## src/rtl/jtcop_pkg.sv

```systemverilog
// jtcop_pkg: definitions shared by the object DMA engine and the CPU side.
//   - objdma_state_t : object DMA controller states
//   - OBJ_TABLE_AW / OBJ_TABLE_WORDS : default sprite table geometry
//   - obj_page_t : object RAM page encoding, matching jtcop_main's mixpsel bit
package jtcop_pkg;

   typedef enum logic [1:0] {
      ST_IDLE = 2'd0,
      ST_COPY = 2'd1,
      ST_SWAP = 2'd2
   } objdma_state_t;

   localparam int OBJ_TABLE_AW    = 10;
   localparam int OBJ_TABLE_WORDS = 1 << OBJ_TABLE_AW;

   // mixpsel=0 selects the low object RAM page, mixpsel=1 the high one
   typedef enum logic {
      OBJ_PAGE_LO = 1'b0,
      OBJ_PAGE_HI = 1'b1
   } obj_page_t;

endpackage

```

## src/rtl/jtcop_objdma_pipe.sv

```systemverilog
// jtcop_objdma_pipe: LAT-deep tag shift register that pairs each object RAM
// read with the cycle its data comes back.
//   clk, rstn : clock, asynchronous active-low reset (clears valid tags only)
//   vld_i     : a read is presented on the RAM address this cycle
//   idx_i     : table index of that read
//   vld_o     : RAM data for a tagged read is valid this cycle
//   idx_o     : table index belonging to that data
module jtcop_objdma_pipe #(
   parameter int AW  = 10,
   parameter int LAT = 1
)(
   input  logic          clk,
   input  logic          rstn,
   input  logic          vld_i,
   input  logic [AW-1:0] idx_i,
   output logic          vld_o,
   output logic [AW-1:0] idx_o
);

   logic [LAT-1:0] vld_q;
   logic [AW-1:0]  idx_q [LAT];

   always_ff @(posedge clk or negedge rstn) begin
      if (!rstn) begin
         vld_q <= '0;
      end else begin
         vld_q[0] <= vld_i;
         for (int s = 1; s < LAT; s++) vld_q[s] <= vld_q[s-1];
      end
   end

   // index travels with its valid bit; only meaningful when the tag is valid
   always_ff @(posedge clk) begin
      idx_q[0] <= idx_i;
      for (int s = 1; s < LAT; s++) idx_q[s] <= idx_q[s-1];
   end

   assign vld_o = vld_q[LAT-1];
   assign idx_o = idx_q[LAT-1];

endmodule

```

## src/rtl/jtcop_objdma.sv

```systemverilog
// jtcop_objdma: object-list DMA. On a CPU obj_copy request it copies one
// 2**AW-word sprite table from object RAM page mixpsel into the hidden half of
// a double-buffered object buffer, then flips halves at the next start of
// vertical blank so the renderer only ever scans a complete list.
//   clk, rstn : clock, asynchronous active-low reset
//   cen       : read pacing, at most one RAM read issued per cen cycle
//   LVBL      : vertical blank, active low (swap on its falling edge)
//   obj_copy  : CPU copy strobe (level, edge detected here)
//   mixpsel   : source page, sampled when a copy starts
//   src_addr  : object RAM read address {page, index}
//   src_dout  : object RAM data, LAT cycles after src_addr
//   buf_we/buf_addr/buf_din : object buffer write port {wr_bank, index}
//   disp_bank : bank read by the renderer (wr_bank = ~disp_bank)
//   busy      : copy in progress or swap pending
//   done      : one-cycle pulse when disp_bank toggles
module jtcop_objdma
   import jtcop_pkg::*;
#(
   parameter int AW  = OBJ_TABLE_AW,
   parameter int LAT = 1
)(
   input  logic          clk,
   input  logic          rstn,
   input  logic          cen,
   input  logic          LVBL,
   input  logic          obj_copy,
   input  logic          mixpsel,
   output logic [AW:0]   src_addr,
   input  logic [15:0]   src_dout,
   output logic          buf_we,
   output logic [AW:0]   buf_addr,
   output logic [15:0]   buf_din,
   output logic          disp_bank,
   output logic          busy,
   output logic          done
);

   localparam logic [AW:0] IDX_ONE = {{AW{1'b0}}, 1'b1};

   objdma_state_t state_q, state_d;
   obj_page_t     page_q, page_d;
   logic          obj_copy_q, lvbl_q;
   logic          pending_q, pending_d;
   logic [AW:0]   rd_idx_q, rd_idx_d;
   logic [AW:0]   wr_idx_q, wr_idx_d;
   logic          disp_bank_q, disp_bank_d;
   logic          busy_q, busy_d;
   logic          done_q, done_d;
   logic          buf_we_q, buf_we_d;
   logic [AW:0]   buf_addr_q, buf_addr_d;
   logic [15:0]   buf_din_q, buf_din_d;

   logic          req, lvbl_fall, rd_issue, tag_vld;
   logic [AW-1:0] tag_idx;

   assign req       = obj_copy & ~obj_copy_q;
   assign lvbl_fall = lvbl_q & ~LVBL;
   // the counter MSB marks the whole table as issued
   assign rd_issue  = (state_q == ST_COPY) & cen & ~rd_idx_q[AW];

   // address is combinational so the read and its tag enter the same cycle
   assign src_addr  = {(page_q == OBJ_PAGE_HI), rd_idx_q[AW-1:0]};

   jtcop_objdma_pipe #(
      .AW  (AW),
      .LAT (LAT)
   ) u_pipe (
      .clk   (clk),
      .rstn  (rstn),
      .vld_i (rd_issue),
      .idx_i (rd_idx_q[AW-1:0]),
      .vld_o (tag_vld),
      .idx_o (tag_idx)
   );

   always_comb begin
      state_d     = state_q;
      page_d      = page_q;
      pending_d   = pending_q;
      rd_idx_d    = rd_idx_q;
      wr_idx_d    = wr_idx_q;
      disp_bank_d = disp_bank_q;
      busy_d      = busy_q;
      done_d      = 1'b0;
      buf_we_d    = 1'b0;
      buf_addr_d  = buf_addr_q;
      buf_din_d   = buf_din_q;

      // requests arriving while busy collapse into a single pending copy
      if (req) pending_d = 1'b1;

      case (state_q)
         ST_IDLE: begin
            if (req || pending_q) begin
               page_d    = mixpsel ? OBJ_PAGE_HI : OBJ_PAGE_LO;
               rd_idx_d  = '0;
               wr_idx_d  = '0;
               pending_d = 1'b0;
               busy_d    = 1'b1;
               state_d   = ST_COPY;
            end
         end
         ST_COPY: begin
            if (rd_issue) rd_idx_d = rd_idx_q + IDX_ONE;
            // writes follow returning data regardless of cen
            if (tag_vld) begin
               buf_we_d   = 1'b1;
               buf_addr_d = {~disp_bank_q, tag_idx};
               buf_din_d  = src_dout;
               wr_idx_d   = wr_idx_q + IDX_ONE;
               if (wr_idx_d[AW]) state_d = ST_SWAP;
            end
         end
         ST_SWAP: begin
            if (lvbl_fall) begin
               disp_bank_d = ~disp_bank_q;
               done_d      = 1'b1;
               busy_d      = 1'b0;
               state_d     = ST_IDLE;
            end
         end
         default: state_d = ST_IDLE;
      endcase
   end

   always_ff @(posedge clk or negedge rstn) begin
      if (!rstn) begin
         state_q     <= ST_IDLE;
         page_q      <= OBJ_PAGE_LO;
         obj_copy_q  <= 1'b0;
         lvbl_q      <= 1'b0;
         pending_q   <= 1'b0;
         rd_idx_q    <= '0;
         wr_idx_q    <= '0;
         disp_bank_q <= 1'b0;
         busy_q      <= 1'b0;
         done_q      <= 1'b0;
         buf_we_q    <= 1'b0;
         buf_addr_q  <= '0;
         buf_din_q   <= '0;
      end else begin
         state_q     <= state_d;
         page_q      <= page_d;
         obj_copy_q  <= obj_copy;
         lvbl_q      <= LVBL;
         pending_q   <= pending_d;
         rd_idx_q    <= rd_idx_d;
         wr_idx_q    <= wr_idx_d;
         disp_bank_q <= disp_bank_d;
         busy_q      <= busy_d;
         done_q      <= done_d;
         buf_we_q    <= buf_we_d;
         buf_addr_q  <= buf_addr_d;
         buf_din_q   <= buf_din_d;
      end
   end

   assign buf_we    = buf_we_q;
   assign buf_addr  = buf_addr_q;
   assign buf_din   = buf_din_q;
   assign disp_bank = disp_bank_q;
   assign busy      = busy_q;
   assign done      = done_q;

endmodule
```

## config.mk

```make
export PLATFORM = sky130hd
export DESIGN_NAME = jtcop_objdma
export DESIGN_NICKNAME = d
export VERILOG_FILES = /design/src/rtl/jtcop_pkg.sv /design/src/rtl/jtcop_objdma_pipe.sv /design/src/rtl/jtcop_objdma.sv
export SDC_FILE = /design/constraint.sdc
export NUM_CORES = 1
export LEC_CHECK = 0
export BUFFER_PORTS_ARGS = -buffer_cell sky130_fd_sc_hd__buf_2
export CAP_MARGIN = 20
export CORE_MARGIN = 3
export CORE_UTILIZATION = 48
export DETAILED_ROUTE_END_ITERATION = 8
export GPL_TIMING_DRIVEN = 1
export PLACE_DENSITY = 0.78
export SYNTH_ARGS = -nofsm -noshare
export SYNTH_HDL_FRONTEND = slang
export SYNTH_HIERARCHICAL = 1
export SYNTH_SLANG_ARGS = --single-unit
```

## constraint.sdc

```tcl
create_clock -name clk -period 1.6 [get_ports clk]
set_input_delay 0 -clock clk [delete_from_list [all_inputs] [get_ports clk]]
set_output_delay 0 -clock clk [all_outputs]
set_load 0.01 [all_outputs]
```

* After elaboration in Yosys (flattened, before gate mapping) *
Memories as Yosys holds them, arrays and structs flattened. A register that Yosys moved wholly into a read port is not among the register bits.
Cells that the tools add are included.

word-level totals
  register bits = 60
  bits in writable memories = 10
  input port bits = 22
  output and inout port bits = 42
  word-level logic and storage cells = 65
  memories = 1

memories
  memory        depth  bits a word  rd ports  clocked after Yosys merged registers in  wr ports  line                     source
  u_pipe.idx_q  1      10           1         1                                        1         jtcop_objdma_pipe.sv:21  logic [AW-1:0] idx_q [LAT];

operators by class
  $add $sub $neg = 2
  equality and inequality tests = 7
  multiplexer cells = 21
  bitwise operators = 8
  reduce and logical (&&, ||, !) cells = 12

operators with widths
  operator                                       count
  case mux 11 bit (2 select lines)               2
  two-way mux 11 bit                             3
  adder 11 x 1 -> 11 bit, second input constant  2
  two-way mux 1 bit                              10
  AND reduction 3 bit                            3
  two-way mux 2 bit                              4
  != test 2 x 1 -> 1 bit, second input constant  3
  case mux 2 bit (3 select lines)                1
  AND reduction 2 bit                            3
  AND 1 bit                                      4
  != test 2 bit, second input constant           2
  inverter 1 bit                                 4
  AND reduction 4 bit                            1
  nonzero test 2 bit                             2
  == test 2 x 1 -> 1 bit, second input constant  1
  == test 2 bit, second input constant           1
  zero test 2 bit                                1
  case mux 1 bit (2 select lines)                1
  zero test 1 bit                                1
  logical OR 1 bit                               1

* Logic depth before layout (Yosys ltp) *
Gate-level depths: netlist of the first run.

  depth in word-level cells = 5
  gate-level depth with buffers = 7
  gate-level depth less buffers = 6

* Cells and area by module *
Netlist of the first run, hierarchy kept.

by module, submodules not included
  module             times used  cells an instance  area each (um2)  seq. area each (um2)
  jtcop_objdma       1           277                2596.2           1476.4
  jtcop_objdma_pipe  1           11                 225.2            225.2

* Least setup slack after synthesis of the first run *
OpenSTA, ideal clock, no wires.

  kind = register to register
  from = register state_q[1]
  to = register rd_idx_q[9]
  setup time = 0.066 ns
  arrival time = 1.512 ns
  required time = 1.534 ns
  slack = 0.022 ns
  stages on the path, launching flop included = 5
  buffers on the path = 0
  period minus slack after synthesis = 1.578 ns
  path through = dfrtp_1 nand4bb_1 or2_2 or4_1 nand2_1

between the ends
  longest elaborated chain between the ends = 5
  elaborated cells between the ends (all ways) = 9
  classes of those cells = eq/ne: 3; mux: 1; bitwise: 2; reduce/logical: 3

RTL lines
  element                           line                                    source
  start: declaration                jtcop_objdma.sv:40                      objdma_state_t state_q, state_d;
  start signal: assignment          jtcop_objdma.sv:142                     state_q <= state_d;
  == test 2 x 1 -> 1 bit            jtcop_objdma.sv:59, jtcop_objdma.sv:92
  AND 1 bit (2 in a row)            jtcop_objdma.sv:59                      assign rd_issue = (state_q == ST_COPY) & cen & ~rd_idx_q[AW];
  != test 2 x 1 -> 1 bit (no line)  --
  AND reduction 3 bit (no line)     --
  end signal: assignment            jtcop_objdma.sv:147                     rd_idx_q <= rd_idx_d;
  end: declaration                  jtcop_objdma.sv:44                      logic [AW:0] rd_idx_q, rd_idx_d;

Parallel ways exist; a longest one is shown, timed or not.
A chain may end at the register's enable or synchronous reset.

* Final worst setup path of the first run *
  from = register obj_copy_q
  to = register wr_idx_q[6]

between the ends
  longest elaborated chain between the ends = 5

RTL lines
  element                        line                 source
  start: declaration             jtcop_objdma.sv:42   logic obj_copy_q, lvbl_q;
  start signal: assignment       jtcop_objdma.sv:144  obj_copy_q <= obj_copy;
  inverter 1 bit                 jtcop_objdma.sv:56   assign req = obj_copy & ~obj_copy_q;
  AND 1 bit                      jtcop_objdma.sv:56
  logical OR 1 bit               jtcop_objdma.sv:94   if (req || pending_q) begin
  != test 2 bit (no line)        --
  AND reduction 3 bit (no line)  --
  end signal: assignment         jtcop_objdma.sv:148  wr_idx_q <= wr_idx_d;
  end: declaration               jtcop_objdma.sv:45   logic [AW:0] wr_idx_q, wr_idx_d;

Every way passes these cells.

==> results of run 1 <==
[sequential cells by signal, indices dropped and copies added (netlist names), 2 cells and up]
| signal | cells |
|---|---|
| u_pipe/idx_q | 10 |
| buf_din | 16 |
| wr_idx_q | 11 |
| rd_idx_q | 11 |
| state_q | 2 |
| buf_addr | 11 |
[cells by family (layout without fill, tap and decap cells)]
family | after synthesis | in the layout
flip-flops | 70 | 70
AO/OA/AOI/OAI | 20 | 20
AND/OR/NAND/NOR | 155 | 155
adder cells (fa/ha/maj) | 2 | 2
multiplexers | 4 | 4
XOR/XNOR | 11 | 11
buffers and inverters | 26 | 126
[area by class of cell]
cell class / instances / area (um^2) / share of cell area, %
Timing Repair Buffer: 104 / 687 / 18.0
Inverter: 6 / 26.3 / 0.689
Multi-Input combinational cell: 192 / 1040 / 27.2
Clock inverter: 7 / 145 / 3.81
Clock buffer: 9 / 124 / 3.25
Tap cell: 72 / 90.1 / 2.36
Sequential cell: 70 / 1700 / 44.7
[routing by layer]
layer	vias to the layer above	part of all wire [%]
met2	59	49
met3	13	5.2
met4	0	2.0
met1	1055	44
li1	1115	-
met5	-	0
[cell usage after synthesis, drive strengths merged (4+ instances only)]
library cell / count / share of area [%]
xor2: 7 / 2.2
dfxtp: 10 / 7.1
nor2: 14 / 1.9
nand2: 101 / 13
mux2i: 4 / 1.4
nand3: 11 / 2.0
clkbuf: 5 / 0.67
o21ai: 9 / 1.6
nor4: 4 / 0.89
buf: 15 / 3.6
inv: 6 / 0.80
nand2b: 5 / 1.1
nor2b: 4 / 0.89
dfrtp: 60 / 53
xnor2: 4 / 1.2
[power by group through the flow]
stage / registers, W / clock network (W) / logic, W
floorplan: 0.00265 / 0 / 0.000829
global placement: 0.00252 / 0 / 0.00153
CTS: 0.00252 / 0.00191 / 0.00165
finish: 0.00253 / 0.00189 / 0.00169
detailed placement: 0.00255 / 0 / 0.00158
global route: 0.00259 / 0.00200 / 0.00193
[path summary, 6_finish.rpt]
path / start / endpoint / slack (ns) / depth (start not counted)
min in group asynchronous: rstn / buf_din[9] / 0.17 / 3
setup / recovery: obj_copy_q / wr_idx_q[6] / 0.01 / 4
hold reg to reg: u_pipe/idx_q[0][4] / buf_addr[4] / 0.42 / 2
setup reg to reg: obj_copy_q / wr_idx_q[6] / 0.01 / 4
max in group asynchronous: rstn / state_q[1] / 1.15 / 3
hold / removal: cen / rd_idx_q[0] / 0.16 / 4
[cell usage in the layout (no fill, tap or decap), types with 5 or more instances in the layout]
cell type,Yosys,final
nand2_1,101,101
buf_2,4,63
dfrtp_1,60,59
dlygate4sd3_1,0,20
buf_4,11,18
nor2_1,14,14
nand3_1,11,11
dfxtp_1,10,10
o21ai_0,9,9
clkbuf_8,0,9
xor2_1,7,7
inv_1,6,5
[tightest hold or removal path, delay by kind of cell]
family	cells	cell delay (ns)
and+or+nand+nor	1	0.11
buffers and inverters	2	0.27
AOI/OAI and AO/OA	1	0.08
[stage by stage]
| stage | std cells | TNS (ns) | utilization, % | hold WS [ns] | total power (W) |
|---|---|---|---|---|---|
| final | 460 | 0 | 68.0 | 0.157 | 0.00611 |
| after global routing | 460 | -0.0222 | 68.0 | 0.209 | 0.00651 |
| after CTS | 457 | 0 | 66.6 | 0.109 | 0.00609 |
| after detailed placement | 419 | -0.0619 | 57.7 | 0.0302 | 0.00413 |
| after global placement | 419 | -0.0175 | 57.7 | 0.0276 | 0.00405 |
| after floorplan | 288 | 0 | - | -0.296 | 0.00348 |
[repair_timing]
action                                  CTS  global route
pin swaps                                 1             3
hold buffers                             20             0
resized for setup                         3            13
hold endpoints to repair                 79             0
setup buffers                             2             3
cloned                                    0             0
endpoints found under the setup margin    2            28
==> reports/metrics.yaml, run 1 <==
status: "finished clean"
peakVddDrop_mv: 0.967
finalClockSkew_ns: 0.00534
clk_path_buf_depth: 2
rsz0062_at_grt: "yes"
switchingPower_w: 0.00198
async_flop_share_pct: 85.7
end_kind: "flop"
finalCritPeriodShare_pct: 99.3
hold_violations: 0
gp_congestion: 0.817
fin_ws_ns: 0.0110
first_global_vias: 2165
worst_pin_slew_ns: 0.415
syn_area_um2: 2820
combPwrFrac_pct: 27.7
vias: 2242
dp_slack_ns: -0.0542
synth_top_family_by_area: "simple AND/OR/NAND/NOR gates"
h-tree-depth: 3
yosys.area_share.simple_pct: 24.1
nets: 407
clkSinkCount: 70
wl_per_cell_um: 13.6
core-area_um2: 5610
io_pins: 64
fill_cells: 411
crit_chain: "nand2b_4 -> a211o_4 -> or4_4 -> a21oi_2"
die_w_um: 82.7
synth_fp_nets: 312
clk_latency_ns: 0.34
drt_iter0_markers: 76
seq_area_frac_synth_pct: 60.3
grt_max_degree: 61
drc: 0
place_area_um2: 3240
synth-edff-count: 0
dp_hpwl_um: 4000
finalSetupViolCount: 0
p_int_w: 0.00413
ys_seq_elements: 70
fin_area_um2: 3810
min_path_type: "in -> reg"
fmax_mhz: 629
slew_violations: 0
drv_cap: 0
p_seq_share_pct: 41.3
synth.area.mux_share_pct: 1.42
maxSlewHeadroom_pct: 72.2
cts_root_buf: "clkbuf_8"
placementRows: 27
initial_utilization_pct: 50.3
slowest_delay_ns: 0.49
grt_pass1_wl_um: 9940
path_max_fanout: 6
crit_arrival_ns: 1.87
area_delta_synth_final_pct: 35.1
powerDensity_nw_per_um2: 1600
antenna_found_initial: 0
synth_compound_area_share_pct: 4.75
gr-max-usage-layer: "met2"
postRouteAntennaNets: 0
drt-total-wl_um: 6260
via_per_inst: 4.87
drive_above_1_share_pct: 29.4
clk_pin_slew_ns: 0.08
synthXorXnorAreaFrac_pct: 3.41
gr-usage-all-layers_pct: 19.8
synth_fa_ha_area_share_pct: 0.887
fp.dieH_um: 82.7
grt_use_met3_pct: 3.90
clkPwrFrac_pct: 31.0
path_class: "reg -> reg"
yosys_warnings: 6
die_area_um2: 6830
startpoint_type: "flop"
first_pass_iters: 4
port_buffers: 63
leakagePower_nw: 1.95
overflow: 0
slowest_stage: "or4_4"
met2_usage_pct: 33.7
synthDistinctLibCells: 35
numCtsBuffers: 9
synth_cells: 288
synthFlopType: "dfrtp_1"
cp.required_ns: 1.88
path_delay_family: "simple AND/OR/NAND/NOR gates"
insertedDiodeCount: 0
gr-usage-met1_pct: 23.9
switching_share_pct: 32.4
period_minus_slack_ns: 1.59
path_buf_inv: 0
cts_tree: "built"
syn_area_per_cell_um2: 9.80
Power figures use the tool's default switching activity.
==> run 2, diff against run 1 <==
Settings changed: CORE_UTILIZATION 48 to 29, PLACE_DENSITY 0.78 to 0.53.
==> reports/metrics.yaml, run 2 (synthesis gave the netlist of run 1 again) <==
status: "finished clean"  # unchanged
io_pins: 64  # unchanged
hold_violations: 0  # unchanged
fill_cells: 901  # was 411
cts_root_buf: "clkbuf_8"  # unchanged
rr_startpoint: "obj_copy_q"  # unchanged
leakagePower_nw: 1.96  # was 1.95 nW
numCtsBuffers: 9  # unchanged
r2r-end: "wr_idx_q[6]"  # unchanged
worst_pin_slew_ns: 0.378  # was 0.415 ns
drt_iter0_markers: 101  # was 76
largest_reg_flops: 16  # unchanged
drive_above_1_share_pct: 28.8  # was 29.4%
first_global_vias: 2156  # was 2165
peakVddDrop_mv: 0.443  # was 0.967 mV
min_from: "cen"  # unchanged
finalSetupTns_ns: 0  # unchanged
cts_tree: "built"  # unchanged
clk_latency_ns: 0.33  # was 0.34 ns
top_layer: "met4"  # unchanged
p_total_w: 0.00583  # was 0.00611 W
via_per_inst: 4.17  # was 4.87
postRouteAntennaNets: 0  # unchanged
finalSetupViolCount: 0  # unchanged
overflow: 0  # unchanged
finalCritPeriodShare_pct: 98.2  # was 99.3%
slew_violations: 0  # unchanged
dr_wl_met2_um: 2750  # was 3040 um
fp.dieH_um: 105  # was 82.7 um
port_buffers: 63  # unchanged
grt_pass1_wl_um: 10500  # was 9940 um
area_delta_synth_final_pct: 36.6  # was 35.1%
m1WireLength_um: 3090  # was 2770 um
path_class: "reg -> reg"  # unchanged
fin_area_um2: 3850  # was 3810 um^2
final_cell_mix: "100 x nand2_1, 63 x buf_2, 60 x dfrtp_1, 23 x buf_4, 20 x dlygate4sd3_1"  # was 101 x nand2_1, 63 x buf_2, 59 x dfrtp_1, 20 x dlygate4sd3_1, 18 x buf_4
reg2reg_slack_ns: 0.03  # was 0.01 ns
nets: 411  # was 407
drc: 0  # unchanged
powerDensity_nw_per_um2: 1510  # was 1600 nW/um^2
vias: 2174  # was 2242
gp_congestion: 0.808  # was 0.817
first_pass_iters: 4  # unchanged
antenna_found_initial: 0  # unchanged
wl_per_cell_um: 11.9  # was 13.6 um
cp-startpoint: "obj_copy_q"  # unchanged
initial_utilization_pct: 30.2  # was 50.3%
gr-usage-all-layers_pct: 11.8  # was 19.8%
maxSlewHeadroom_pct: 74.7  # was 72.2%
place_area_um2: 3370  # was 3240 um^2
cp.required_ns: 1.86  # was 1.88 ns
clkSinkCount: 70  # unchanged
cp-endpoint: "wr_idx_q[6]"  # unchanged
clk_path_buf_depth: 2  # unchanged
rsz0062_at_grt: "yes"  # unchanged
reg2reg_depth: 4  # unchanged
h-tree-depth: 3  # unchanged
placementRows: 35  # was 27
end_kind: "flop"  # unchanged
drv_cap: 0  # unchanged
grt_max_degree: 61  # unchanged
fmax_mhz: 637  # was 629 MHz
finalClockSkew_ns: 0.00649  # was 0.00534 ns
crit_arrival_ns: 1.83  # was 1.87 ns
wl_met3_um: 272  # was 327 um
core-area_um2: 9330  # was 5610 um^2
final_common_cell: "nand2_1"  # unchanged
period_minus_slack_ns: 1.57  # was 1.59 ns
insertedDiodeCount: 0  # unchanged
die_area_um2: 10900  # was 6830 um^2
dp_hpwl_um: 4190  # was 4000 um
drt-total-wl_um: 6190  # was 6260 um
clk_pin_slew_ns: 0.06  # was 0.08 ns
min_path_type: "in -> reg"  # unchanged
path_max_fanout: 6  # unchanged
die_w_um: 105  # was 82.7 um
startpoint_type: "flop"  # unchanged
run 2: how the worst min path moves through the flow:
stage,slack [ns],depth (start not counted),end
6_report,0.17,4,rd_idx_q[0]
5_1_grt,0.22,4,rd_idx_q[0]
4_1_cts,0.13,4,rd_idx_q[0]
3_5_place_dp,0.03,2,buf_we
3_3_place_gp,0.03,2,buf_din[14]
2_1_floorplan,-0.30,0,buf_addr[0]
run 2: what timing repair did:
action	in CTS	in global routing
gates resized for setup	0	12
setup buffers	0	2
hold buffers	20	0
endpoints found under the hold margin	80	0
endpoints found under the setup margin	0	15
run 2: cell type report:
cell class	count	area [um^2]	share of cell area, %
Clock buffer	12	145	3.77
Clock inverter	4	70.1	1.82
Inverter	6	26.3	0.682
Multi-Input combinational cell	192	1020	26.5
Sequential cell	70	1700	44.2
Tap cell	129	161	4.19
Timing Repair Buffer	108	728	18.9
run 2: per-layer routing:
metal / up-vias / GRT usage, %
met5: - / 0
met1: 989 / 15.9
li1: 1124 / -
met3: 8 / 2.84
met4: 0 / 4.78
met2: 53 / 18.2
run 2: per-stage QoR:
stage                     std cells  worst slack, ns  hold slack (ns)  util [%]
after floorplan                 288           0.0224           -0.296         -
after global placement          483           0.0540           0.0349      36.2
after detailed placement        483           0.0135           0.0327      36.2
after CTS                       519          0.00271            0.134      40.6
after global routing            521          -0.0546            0.219      41.3
final                           521           0.0293            0.172      41.3
run 2: critical path: stages (launching register included):
cell and delay (ns):
dfrtp_1 0.37, nand2b_4 0.15, a211o_4 0.35, or4_1 0.50, a21oi_1 0.13
run 2: power breakdown:
part           switching (W)  internal (W)  leakage [nW]
logic                0.00100      0.000806         0.996
clock network       0.000613      0.000917         0.110
registers           0.000274       0.00222         0.850
total                0.00189       0.00394          1.96
==> run 3, diff against run 2 <==
Settings changed: SETUP_SLACK_MARGIN set to 0.05.
==> reports/metrics.yaml, run 3 (synthesis gave the netlist of run 1 again) <==
port_buffers: 63  # unchanged
startpoint_type: "flop"  # unchanged
h-tree-depth: 3  # unchanged
clk_path_buf_depth: 2  # unchanged
cts_tree: "built"  # unchanged
r2r-end: "wr_idx_q[6]"  # unchanged
drt_iter0_markers: 119  # was 101
fin_area_um2: 3950  # was 3850 um^2
hold_violations: 0  # unchanged
io_pins: 64  # unchanged
final_cell_mix: "101 x nand2_1, 63 x buf_2, 59 x dfrtp_1, 25 x buf_4, 20 x dlygate4sd3_1"  # was 100 x nand2_1, 63 x buf_2, 60 x dfrtp_1, 23 x buf_4, 20 x dlygate4sd3_1
clkSinkCount: 70  # unchanged
rr_startpoint: "obj_copy_q"  # unchanged
switchingPower_w: 0.00199  # was 0.00189 W
p_seq_share_pct: 43.4  # was 42.8%
drive_above_1_share_pct: 32.0  # was 28.8%
whs_ns: 0.190  # was 0.172 ns
period_minus_slack_ns: 1.61  # was 1.57 ns
p_total_w: 0.00582  # was 0.00583 W
nets: 416  # was 411
vias: 2236  # was 2174
cp-startpoint: "obj_copy_q"  # unchanged
status: "complete, but fails checks"  # was finished clean
insertedDiodeCount: 0  # unchanged
dp_hpwl_um: 4140  # was 4190 um
first_global_vias: 2310  # was 2156
die_w_um: 105  # unchanged
core-area_um2: 9330  # unchanged
path_class: "reg -> reg"  # unchanged
fill_cells: 905  # was 901
grt_max_degree: 61  # unchanged
largest_reg_flops: 16  # unchanged
finalCritPeriodShare_pct: 100  # was 98.2%
gr-usage-all-layers_pct: 12.3  # was 11.8%
drt-total-wl_um: 6410  # was 6190 um
first_pass_iters: 4  # unchanged
switching_share_pct: 34.2  # was 32.4%
initial_utilization_pct: 30.2  # unchanged
finalSetupTns_ns: -0.00584  # was 0 ns
numCtsBuffers: 9  # unchanged
rsz0062_at_grt: "yes"  # unchanged
placementRows: 35  # unchanged
p_int_w: 0.00383  # was 0.00394 W
die_area_um2: 10900  # unchanged
crit_arrival_ns: 1.87  # was 1.83 ns
postRouteAntennaNets: 0  # unchanged
gp_congestion: 0.735  # was 0.808
drc: 0  # unchanged
dp_slack_ns: -0.0869  # was 0.0135 ns
path_max_fanout: 6  # unchanged
min_path_type: "in -> async"  # was in -> reg
cp.required_ns: 1.87  # was 1.86 ns
grt_pass1_wl_um: 10900  # was 10500 um
reg2reg_slack_ns: -0.006  # was 0.03 ns
clkPwrFrac_pct: 24.3  # was 26.2%
drv_cap: 0  # unchanged
reg2reg_depth: 4  # unchanged
place_area_um2: 3400  # was 3370 um^2
area_delta_synth_final_pct: 40.0  # was 36.6%
combPwrFrac_pct: 32.3  # was 31.0%
cts_root_buf: "clkbuf_8"  # unchanged
overflow: 0  # unchanged
slew_violations: 0  # unchanged
antenna_found_initial: 0  # unchanged
via_per_inst: 4.25  # was 4.17
powerDensity_nw_per_um2: 1470  # was 1510 nW/um^2
leakagePower_nw: 1.98  # was 1.96 nW
fp.dieH_um: 105  # unchanged
maxSlewHeadroom_pct: 77.4  # was 74.7%
finalSetupViolCount: 1  # was 0
clk_pin_slew_ns: 0.07  # was 0.06 ns
worst_pin_slew_ns: 0.338  # was 0.378 ns
peakVddDrop_mv: 0.478  # was 0.443 mV
violations: "negative setup slack"
fmax_mhz: 623  # was 637 MHz
finalClockSkew_ns: 0.00617  # was 0.00649 ns
final_common_cell: "nand2_1"  # unchanged
fin_ws_ns: -0.00584  # was 0.0293 ns
wl_per_cell_um: 12.2  # was 11.9 um
clk_latency_ns: 0.34  # was 0.33 ns
end_kind: "flop"  # unchanged
[run 3: layout make-up]
| cell class | instances | area [um^2] | share of cell area [%] |
|---|---|---|---|
| clock buffers | 11 | 141 | 3.58 |
| clock inverters | 5 | 58.8 | 1.49 |
| inverters | 6 | 26.3 | 0.665 |
| multi-input cells | 192 | 1080 | 27.4 |
| flip-flops and latches | 70 | 1700 | 43.1 |
| well taps | 129 | 161 | 4.08 |
| repair buffers | 113 | 777 | 19.7 |
[run 3: worst max path at each step]
| stage | end | slack (ns) | cells past startpoint |
|---|---|---|---|
| 6_report | wr_idx_q[6] | -0.006 | 4 |
| 5_1_grt | wr_idx_q[3] | -0.05 | 6 |
| 4_1_cts | wr_idx_q[5] | 0.02 | 5 |
| 3_5_place_dp | wr_idx_q[5] | -0.09 | 5 |
| 3_3_place_gp | wr_idx_q[5] | -0.03 | 5 |
| 2_1_floorplan | rd_idx_q[9] | 0.02 | 4 |
[run 3: metal layers]
layer	global-route usage (%)	wire length (um)	share of wire [%]
met1	15.9	3050	48
met2	20.1	3020	47
met3	2.10	230	3.6
met4	5.62	116	1.8
met5	0	0	0
[run 3: power by group through the flow]
stage | logic [W] | clock network, W | registers (W)
2_1_floorplan | 0.000835 | 0 | 0.00265
3_3_place_gp | 0.00167 | 0 | 0.00252
3_5_place_dp | 0.00168 | 0 | 0.00254
4_1_cts | 0.00179 | 0.00147 | 0.00251
5_1_grt | 0.00209 | 0.00153 | 0.00260
6_report | 0.00188 | 0.00142 | 0.00253
[run 3: worst max-delay path: stages (launching register included)]
cell,delay (ns)
dfrtp_1,0.38
nand2b_4,0.15
a211o_4,0.38
or4_4,0.49
a21oi_2,0.13
[run 3: through the flow]
stage                     utilization (%)  cells
after floorplan                         -    288
after global placement               36.4    485
after detailed placement             36.4    485
after CTS                            41.2    523
after global routing                 42.4    526
final                                42.4    526
[run 3: what timing repair did]
action | 4_1_cts | 5_1_grt
pin swaps | 3 | 7
buffers inserted | 2 | 3
cloned | 0 | 0
hold endpoints to repair | 79 | 0
hold buffers | 20 | 0
resized for setup | 7 | 19
endpoints found under the setup margin | 4 | 16
